### src/rtl/ph_sched_if.sv
// Bus bundle for ph_sched: eight phase-ring sample inputs, the event output
// stream and the fx register bus.
interface ph_sched_if #(
    parameter int DW = 16
);
    logic [DW-1:0] ph1_ring, ph2_ring, ph3_ring, ph4_ring;
    logic [DW-1:0] ph5_ring, ph6_ring, ph7_ring, ph8_ring;
    logic          ph1_vld, ph2_vld, ph3_vld, ph4_vld;
    logic          ph5_vld, ph6_vld, ph7_vld, ph8_vld;

    // Event stream: a transfer happens in every cycle where ev_vld && ev_rdy;
    // while ev_vld is high and ev_rdy low, ev_data/ev_ch stay stable.
    logic [DW-1:0] ev_data;
    logic [2:0]    ev_ch;
    logic          ev_vld;
    logic          ev_rdy;

    logic [21:0]   fx_waddr;
    logic          fx_wr;
    logic [7:0]    fx_data;
    logic [21:0]   fx_raddr;
    logic          fx_rd;
    logic [7:0]    fx_q;

    modport master (
        output ph1_ring, ph2_ring, ph3_ring, ph4_ring,
        output ph5_ring, ph6_ring, ph7_ring, ph8_ring,
        output ph1_vld, ph2_vld, ph3_vld, ph4_vld,
        output ph5_vld, ph6_vld, ph7_vld, ph8_vld,
        output ev_rdy, fx_waddr, fx_wr, fx_data, fx_raddr, fx_rd,
        input  ev_data, ev_ch, ev_vld, fx_q
    );

    modport slave (
        input  ph1_ring, ph2_ring, ph3_ring, ph4_ring,
        input  ph5_ring, ph6_ring, ph7_ring, ph8_ring,
        input  ph1_vld, ph2_vld, ph3_vld, ph4_vld,
        input  ph5_vld, ph6_vld, ph7_vld, ph8_vld,
        input  ev_rdy, fx_waddr, fx_wr, fx_data, fx_raddr, fx_rd,
        output ev_data, ev_ch, ev_vld, fx_q
    );
endinterface

### src/rtl/ph_sched.sv
// Eight-channel phase sample scheduler: one holding slot per channel, round-robin
// grant into a single-entry output stage, plus an fx register bank with drop counters.
module ph_sched #(
    parameter int DW = 16
) (
    input  logic        clk_sys,
    input  logic        rst,
    input  logic [5:0]  dev_id,
    ph_sched_if.slave   bus,
    output logic        dbg_state
);
    typedef enum logic {S_EMPTY = 1'b0, S_FULL = 1'b1} state_e;

    state_e        r_state, w_state_nxt;
    logic [7:0]    r_en, r_pend, r_fx_q;
    logic [DW-1:0] r_hold [8];
    logic [7:0]    r_drop [8];
    logic [2:0]    r_ptr, r_ev_ch;
    logic [DW-1:0] r_ev_data;

    logic [DW-1:0] w_ring [8];
    logic [7:0]    w_vld, w_gnt_oh, w_cap, w_drop, w_pend_nxt, w_rd_val;
    logic          w_whit, w_rhit, w_flush, w_dclr, w_en_wr;
    logic          w_gnt_found, w_grant;
    logic [2:0]    w_gnt_ch, w_idx;
    logic          w_unused_addr;

    assign w_ring[0] = bus.ph1_ring;
    assign w_ring[1] = bus.ph2_ring;
    assign w_ring[2] = bus.ph3_ring;
    assign w_ring[3] = bus.ph4_ring;
    assign w_ring[4] = bus.ph5_ring;
    assign w_ring[5] = bus.ph6_ring;
    assign w_ring[6] = bus.ph7_ring;
    assign w_ring[7] = bus.ph8_ring;
    assign w_vld = {bus.ph8_vld, bus.ph7_vld, bus.ph6_vld, bus.ph5_vld,
                    bus.ph4_vld, bus.ph3_vld, bus.ph2_vld, bus.ph1_vld};

    assign w_whit  = bus.fx_wr && (bus.fx_waddr[21:16] == dev_id);
    assign w_rhit  = bus.fx_rd && (bus.fx_raddr[21:16] == dev_id);
    assign w_flush = w_whit && (bus.fx_waddr[7:0] == 8'h02) && bus.fx_data[0];
    assign w_dclr  = w_whit && (bus.fx_waddr[7:0] == 8'h03);
    assign w_en_wr = w_whit && (bus.fx_waddr[7:0] == 8'h00);
    assign w_unused_addr = &{1'b0, bus.fx_waddr[15:8], bus.fx_raddr[15:8]};

    // Round-robin search: the pointer itself is visited last (i = 8 wraps to +0).
    always_comb begin
        w_gnt_found = 1'b0;
        w_gnt_ch    = r_ptr;
        w_idx       = 3'd0;
        for (int i = 1; i <= 8; i++) begin
            w_idx = r_ptr + 3'(i);
            if (!w_gnt_found && r_pend[w_idx]) begin
                w_gnt_found = 1'b1;
                w_gnt_ch    = w_idx;
            end
        end
    end

    assign w_grant  = w_gnt_found && !w_flush && ((r_state == S_EMPTY) || bus.ev_rdy);
    assign w_gnt_oh = w_grant ? (8'b1 << w_gnt_ch) : 8'h00;

    // A channel being granted this cycle frees its slot, so a coincident sample lands.
    assign w_cap      = w_vld & r_en & (~r_pend | w_gnt_oh) & {8{~w_flush}};
    assign w_drop     = w_vld & r_en & r_pend & ~w_gnt_oh & {8{~w_flush}};
    assign w_pend_nxt = w_flush ? 8'h00 : ((r_pend & ~w_gnt_oh) | w_cap);

    always_comb begin
        w_state_nxt = r_state;
        case (r_state)
            S_EMPTY: if (!w_flush && (|r_pend)) w_state_nxt = S_FULL;
            S_FULL: begin
                if (w_flush)                         w_state_nxt = S_EMPTY;
                else if (bus.ev_rdy && !(|r_pend))   w_state_nxt = S_EMPTY;
            end
            default: w_state_nxt = S_EMPTY;
        endcase
    end

    always_comb begin
        w_rd_val = 8'h00;
        if (bus.fx_raddr[7:0] == 8'h00)             w_rd_val = r_en;
        else if (bus.fx_raddr[7:0] == 8'h01)        w_rd_val = r_pend;
        else if (bus.fx_raddr[7:3] == 5'b00010)     w_rd_val = r_drop[bus.fx_raddr[2:0]];
    end

    always_ff @(posedge clk_sys or posedge rst) begin
        if (rst) begin
            r_state   <= S_EMPTY;
            r_pend    <= 8'h00;
            r_en      <= 8'hFF;
            r_ptr     <= 3'd7;
            r_ev_data <= '0;
            r_ev_ch   <= 3'd0;
            r_fx_q    <= 8'h00;
            for (int n = 0; n < 8; n++) begin
                r_hold[n] <= '0;
                r_drop[n] <= 8'h00;
            end
        end else begin
            r_state <= w_state_nxt;
            r_pend  <= w_pend_nxt;
            r_fx_q  <= w_rhit ? w_rd_val : 8'h00;
            if (w_en_wr) r_en <= bus.fx_data;
            if (w_grant) begin
                r_ptr     <= w_gnt_ch;
                r_ev_data <= r_hold[w_gnt_ch];
                r_ev_ch   <= w_gnt_ch;
            end
            for (int n = 0; n < 8; n++) begin
                if (w_cap[n]) r_hold[n] <= w_ring[n];
                if (w_dclr)
                    r_drop[n] <= 8'h00;
                else if (w_drop[n] && (r_drop[n] != 8'hFF))
                    r_drop[n] <= r_drop[n] + 8'd1;
            end
        end
    end

    assign bus.ev_data = r_ev_data;
    assign bus.ev_ch   = r_ev_ch;
    assign bus.ev_vld  = (r_state == S_FULL);
    assign bus.fx_q    = r_fx_q;
    assign dbg_state   = r_state;
endmodule
### src/flat_wrapper.sv
// flat-port wrapper written by rule: the top's interface ports become plain ports
module ph_sched_flat 
#(
    parameter int DW = 16
)
  (clk_sys, rst, dev_id, dbg_state, bus_ph1_ring, bus_ph2_ring, bus_ph3_ring, bus_ph4_ring, bus_ph5_ring, bus_ph6_ring, bus_ph7_ring, bus_ph8_ring, bus_ph1_vld, bus_ph2_vld, bus_ph3_vld, bus_ph4_vld, bus_ph5_vld, bus_ph6_vld, bus_ph7_vld, bus_ph8_vld, bus_ev_rdy, bus_fx_waddr, bus_fx_wr, bus_fx_data, bus_fx_raddr, bus_fx_rd, bus_ev_data, bus_ev_ch, bus_ev_vld, bus_fx_q);
  ph_sched_if #(.DW(DW)) bus_i ();
  input  logic clk_sys;
  input  logic rst;
  input  logic [5:0] dev_id;
  output logic dbg_state;
  input wire logic [$bits(bus_i.ph1_ring)-1:0] bus_ph1_ring;
  input wire logic [$bits(bus_i.ph2_ring)-1:0] bus_ph2_ring;
  input wire logic [$bits(bus_i.ph3_ring)-1:0] bus_ph3_ring;
  input wire logic [$bits(bus_i.ph4_ring)-1:0] bus_ph4_ring;
  input wire logic [$bits(bus_i.ph5_ring)-1:0] bus_ph5_ring;
  input wire logic [$bits(bus_i.ph6_ring)-1:0] bus_ph6_ring;
  input wire logic [$bits(bus_i.ph7_ring)-1:0] bus_ph7_ring;
  input wire logic [$bits(bus_i.ph8_ring)-1:0] bus_ph8_ring;
  input wire logic [$bits(bus_i.ph1_vld)-1:0] bus_ph1_vld;
  input wire logic [$bits(bus_i.ph2_vld)-1:0] bus_ph2_vld;
  input wire logic [$bits(bus_i.ph3_vld)-1:0] bus_ph3_vld;
  input wire logic [$bits(bus_i.ph4_vld)-1:0] bus_ph4_vld;
  input wire logic [$bits(bus_i.ph5_vld)-1:0] bus_ph5_vld;
  input wire logic [$bits(bus_i.ph6_vld)-1:0] bus_ph6_vld;
  input wire logic [$bits(bus_i.ph7_vld)-1:0] bus_ph7_vld;
  input wire logic [$bits(bus_i.ph8_vld)-1:0] bus_ph8_vld;
  input wire logic [$bits(bus_i.ev_rdy)-1:0] bus_ev_rdy;
  input wire logic [$bits(bus_i.fx_waddr)-1:0] bus_fx_waddr;
  input wire logic [$bits(bus_i.fx_wr)-1:0] bus_fx_wr;
  input wire logic [$bits(bus_i.fx_data)-1:0] bus_fx_data;
  input wire logic [$bits(bus_i.fx_raddr)-1:0] bus_fx_raddr;
  input wire logic [$bits(bus_i.fx_rd)-1:0] bus_fx_rd;
  output wire logic [$bits(bus_i.ev_data)-1:0] bus_ev_data;
  output wire logic [$bits(bus_i.ev_ch)-1:0] bus_ev_ch;
  output wire logic [$bits(bus_i.ev_vld)-1:0] bus_ev_vld;
  output wire logic [$bits(bus_i.fx_q)-1:0] bus_fx_q;
  assign bus_i.ph1_ring = bus_ph1_ring;
  assign bus_i.ph2_ring = bus_ph2_ring;
  assign bus_i.ph3_ring = bus_ph3_ring;
  assign bus_i.ph4_ring = bus_ph4_ring;
  assign bus_i.ph5_ring = bus_ph5_ring;
  assign bus_i.ph6_ring = bus_ph6_ring;
  assign bus_i.ph7_ring = bus_ph7_ring;
  assign bus_i.ph8_ring = bus_ph8_ring;
  assign bus_i.ph1_vld = bus_ph1_vld;
  assign bus_i.ph2_vld = bus_ph2_vld;
  assign bus_i.ph3_vld = bus_ph3_vld;
  assign bus_i.ph4_vld = bus_ph4_vld;
  assign bus_i.ph5_vld = bus_ph5_vld;
  assign bus_i.ph6_vld = bus_ph6_vld;
  assign bus_i.ph7_vld = bus_ph7_vld;
  assign bus_i.ph8_vld = bus_ph8_vld;
  assign bus_i.ev_rdy = bus_ev_rdy;
  assign bus_i.fx_waddr = bus_fx_waddr;
  assign bus_i.fx_wr = bus_fx_wr;
  assign bus_i.fx_data = bus_fx_data;
  assign bus_i.fx_raddr = bus_fx_raddr;
  assign bus_i.fx_rd = bus_fx_rd;
  assign bus_ev_data = bus_i.ev_data;
  assign bus_ev_ch = bus_i.ev_ch;
  assign bus_ev_vld = bus_i.ev_vld;
  assign bus_fx_q = bus_i.fx_q;
  ph_sched #(.DW(DW)) u_core (.clk_sys(clk_sys), .rst(rst), .dev_id(dev_id), .bus(bus_i), .dbg_state(dbg_state));
endmodule
### config.mk
export PLATFORM = sky130hd
export DESIGN_NAME = ph_sched_flat
export DESIGN_NICKNAME = d
export VERILOG_FILES = /design/src/rtl/ph_sched_if.sv /design/src/rtl/ph_sched.sv /design/src/flat_wrapper.sv
export SDC_FILE = /design/constraint.sdc
export NUM_CORES = 1
export LEC_CHECK = 0
export CAP_MARGIN = 15
export CORE_MARGIN = 2
export CORE_UTILIZATION = 45
export DETAILED_ROUTE_END_ITERATION = 6
export HOLD_SLACK_MARGIN = 0.15
export MAX_ROUTING_LAYER = met4
export PLACE_DENSITY_LB_ADDON = 0.05
export SLEW_MARGIN = 40
export SYNTH_ARGS = -nofsm -noshare
export SYNTH_HDL_FRONTEND = slang
export SYNTH_SLANG_ARGS = --single-unit
### constraint.sdc
create_clock -name clk_sys -period 8.9 [get_ports clk_sys]
set_clock_uncertainty 0.15 [all_clocks]
set_input_delay 0.89 -clock clk_sys [delete_from_list [all_inputs] [get_ports clk_sys]]
set_output_delay 0.89 -clock clk_sys [all_outputs]
set_load 0.01 [all_outputs]
==> results.sh <==
export IMPL_place_congestion=0.910
export IMPL_coreArea_sq_mm=0.0285
export IMPL_synthCells=1177
export IMPL_ys_top_cells_by_area="dfrtp_1, mux2_2, mux4_2"
export IMPL_worstHoldPathType="flip-flop to flip-flop"
export IMPL_yosysMostFrequentCell="dfrtp_1"
export IMPL_r2r_start="u_core.r_ptr[0]"
export IMPL_grt_max_degree=103
export IMPL_drt_pass1_iter_count=5
export IMPL_synth_commonest_cells="dfrtp_1, nand2_1, mux2_2"
export IMPL_cp_slowest_cell="dfstp_2"
export IMPL_p_sw_uw=936
export IMPL_ant_nets=0
export IMPL_clkLatencyLatePin_ps=540
export IMPL_place_ws_ps=3060
export IMPL_fin_nets=1565
export IMPL_synth_distinct_cells=77
export IMPL_row_count=62
export IMPL_clockBufferDepth=3
export IMPL_start_kind="flip-flop"
export IMPL_timing_rr_end="u_core.r_hold[118]"
export IMPL_routed_wl_um=37000
export IMPL_wire_per_inst_um=21.0
export IMPL_internal_power_uw=2130
export IMPL_ys_ff_latch=239
export IMPL_drc_errors=0
export IMPL_hp_start="u_core.r_hold[119]"
export IMPL_cp_end_kind="flip-flop"
export IMPL_grt_pass1_vias=9950
export IMPL_overflow=0
export IMPL_fin_setup_tns_ps=0
export IMPL_slew_headroom_pct=44.2
export IMPL_arrival_ps=6130
export IMPL_max_freq_mhz=171
export IMPL_total_power_uw=3070
export IMPL_root_buffer="clkbuf_16"
export IMPL_fin_crit_sh_pct=65.9
export IMPL_clkPwrFrac_pct=34.7
export IMPL_status="complete, no violations"
export IMPL_drive_above_1_share_pct=18.4
export IMPL_antennaDiodeCount=0
export IMPL_port_buffers=211
export IMPL_switching_share_pct=30.5
export IMPL_r2r_slack_ps=3040
export IMPL_path_cells="inv_1, ha_1, mux4_2, mux2i_2, nand4_1, o31a_1, nor4_4, nand2_1, a211oi_4, buf_4, mux2_1"
export IMPL_ys_seq_area_share_pct=46.2
export IMPL_critPathBufInv=2
export IMPL_gr_usage_all_layers_pct=25.2
export IMPL_synth_nets=1386
export IMPL_worstSetupPathType="flip-flop to flip-flop"
export IMPL_reg2reg_depth=11
export IMPL_period_minus_slack_ps=5860
export IMPL_die_y_um=174
export IMPL_yosys_area_top_type="dfrtp_1"
export IMPL_cap_violations=0
export IMPL_fin_ws_ps=3040
export IMPL_antenna_found_initial=0
export IMPL_grt_pass1_wl_um=58200
export IMPL_slowest_delay_ps=780
export IMPL_synth_edf_count=0
export IMPL_hold_path_end="u_core.r_hold[119]"
export IMPL_vdd_ir_drop_max_uv=148
export IMPL_ios=228
export IMPL_finalSetupViolCount=0
export IMPL_initial_core_util_pct=45.4
export IMPL_cts_buffers=27
export IMPL_dpl_hpwl_um=26100
export IMPL_seq_power_share_pct=39.2
export IMPL_ys_flop_type="dfrtp_1"
export IMPL_ys_warn_count=0
export IMPL_die_area_sq_mm=0.0302
export IMPL_worst_slew_pin_slew_ps=838
export IMPL_rsz0062_at_grt="false"
export IMPL_post_cts_resize_count=0
export IMPL_cts_tree="built"
export IMPL_vias_per_cell=5.77
export IMPL_synth_top_area_share_pct=44.0
export IMPL_synthToLayoutAreaGrowth_pct=24.8
export IMPL_power_frac_comb_pct=26.1
export IMPL_powerDensity_mw_per_mm2=189
export IMPL_drv_slew=0
export IMPL_cts_reportedPaths_clkPinSlew_ps=60
export IMPL_postCtsSetupRepairBufs=0
export IMPL_cp_data_required_time_ps=9170
export IMPL_crit_path_max_fanout=20
export IMPL_p_leak_uw=0.00700
export IMPL_async_reset_ff_share_pct=100
export IMPL_netlist_area_sq_mm=0.0130
export IMPL_cts_max_level=1
export IMPL_drt_initial_drc_count=927
export IMPL_hold_violations=0
export IMPL_vias=10100
export IMPL_avgSynthCellArea_sq_um=11.0
export IMPL_hold_buffers=0
export IMPL_clock_sinks=239
export IMPL_dieWidth_um=174
export IMPL_cp_top_family="multiplexers"
export IMPL_hold_ws_ps=338
export IMPL_worstHoldPathCells=1
## cell usage in the layout (no fill, tap or decap), types with 16 or more instances in the layout
master	n
dfrtp_1	228
clkdlybuf4s50_1	210
nand2_1	124
mux2_2	97
nand3_1	83
o21ai_0	60
a21oi_1	56
mux2_1	49
nor2_1	43
and3_1	29
mux4_2	28
clkbuf_16	27
xnor2_1	21
nand4_1	20
or3_1	19
inv_1	16
a31o_2	16
o2111a_1	16
## final cells by class
type / count / area, sq um
clock buffer: 40 / 774
timing repair buffer: 226 / 2220
inverter: 17 / 71.3
tap: 384 / 480
multi-input combinational: 845 / 6590
clock inverter: 6 / 55.1
fill: 2550 / 12400
sequential: 239 / 5990
## worst max-delay path by stage
stage / startpoint / end / depth (start not counted) / slack (ps)
finish: u_core.r_ptr[0] / u_core.r_hold[118] / 11 / 3040
detailed placement: u_core.r_ptr[0] / u_core.r_hold[118] / 11 / 3060
CTS: u_core.r_ptr[0] / u_core.r_hold[126] / 11 / 3040
floorplan: rst / u_core.bus.ev_ch[0] / 1 / 1320
global route: u_core.r_ptr[0] / u_core.r_hold[126] / 11 / 2760
global placement: u_core.r_ptr[0] / u_core.r_hold[49] / 11 / 2750
## state kept, by name, summed over array words and instances, names as in the netlist
signal / flops
u_core.r_en: 8
u_core.bus.fx_q: 8
u_core.bus.ev_ch: 3
u_core.r_drop: 64
u_core.r_pend: 8
u_core.r_hold: 128
u_core.bus.ev_data: 16
u_core.bus.ev_vld: 1
u_core.r_ptr: 3
## kinds of logic (layout without fill, tap and decap cells)
family	Yosys count	count (layout)	share of synthesized area [%]
fa+ha+maj	10	10	0.964
simple gates	382	382	15.1
mux	195	195	19.6
xor+xnor	33	33	2.43
compound gates	225	225	12.3
buf+inv	93	289	3.40
flops	239	239	46.2
## metrics by stage
stage                     util [%]  instance area [sq um]  std cells
after global placement        53.7                  15300       1708
after detailed placement      53.8                  15400       1711
after CTS                     56.7                  16200       1757
after floorplan                  -                  13000       1177
after global routing          56.7                  16200       1757
final                         56.7                  16200       1757
## power groups by stage
stage	Clock [uW]	Combinational [uW]	Sequential (uW)
2_1_floorplan	0	469	1220
5_1_grt	1130	855	1210
3_3_place_gp	0	795	1220
6_report	1060	801	1200
3_5_place_dp	0	806	1220
4_1_cts	1090	807	1200
## worst reg2reg max path: stages, from the launching register on
cell	delay [ps]
dfstp_2	780
inv_1	210
ha_1	600
mux4_2	660
mux2i_2	300
nand4_1	330
o31a_1	670
nor4_4	600
nand2_1	210
a211oi_4	600
buf_4	310
mux2_1	340
## routing by layer
| layer | vias up | global-route usage [%] | routed length [um] |
|---|---|---|---|
| met5 | - | - | 0 |
| met4 | 0 | 5.08 | 705 |
| met3 | 50 | 4.41 | 2490 |
| met2 | 316 | 38.0 | 16600 |
| met1 | 5048 | 36.0 | 17100 |
| li1 | 4717 | - | - |
(Power assumes the default switching activity.)
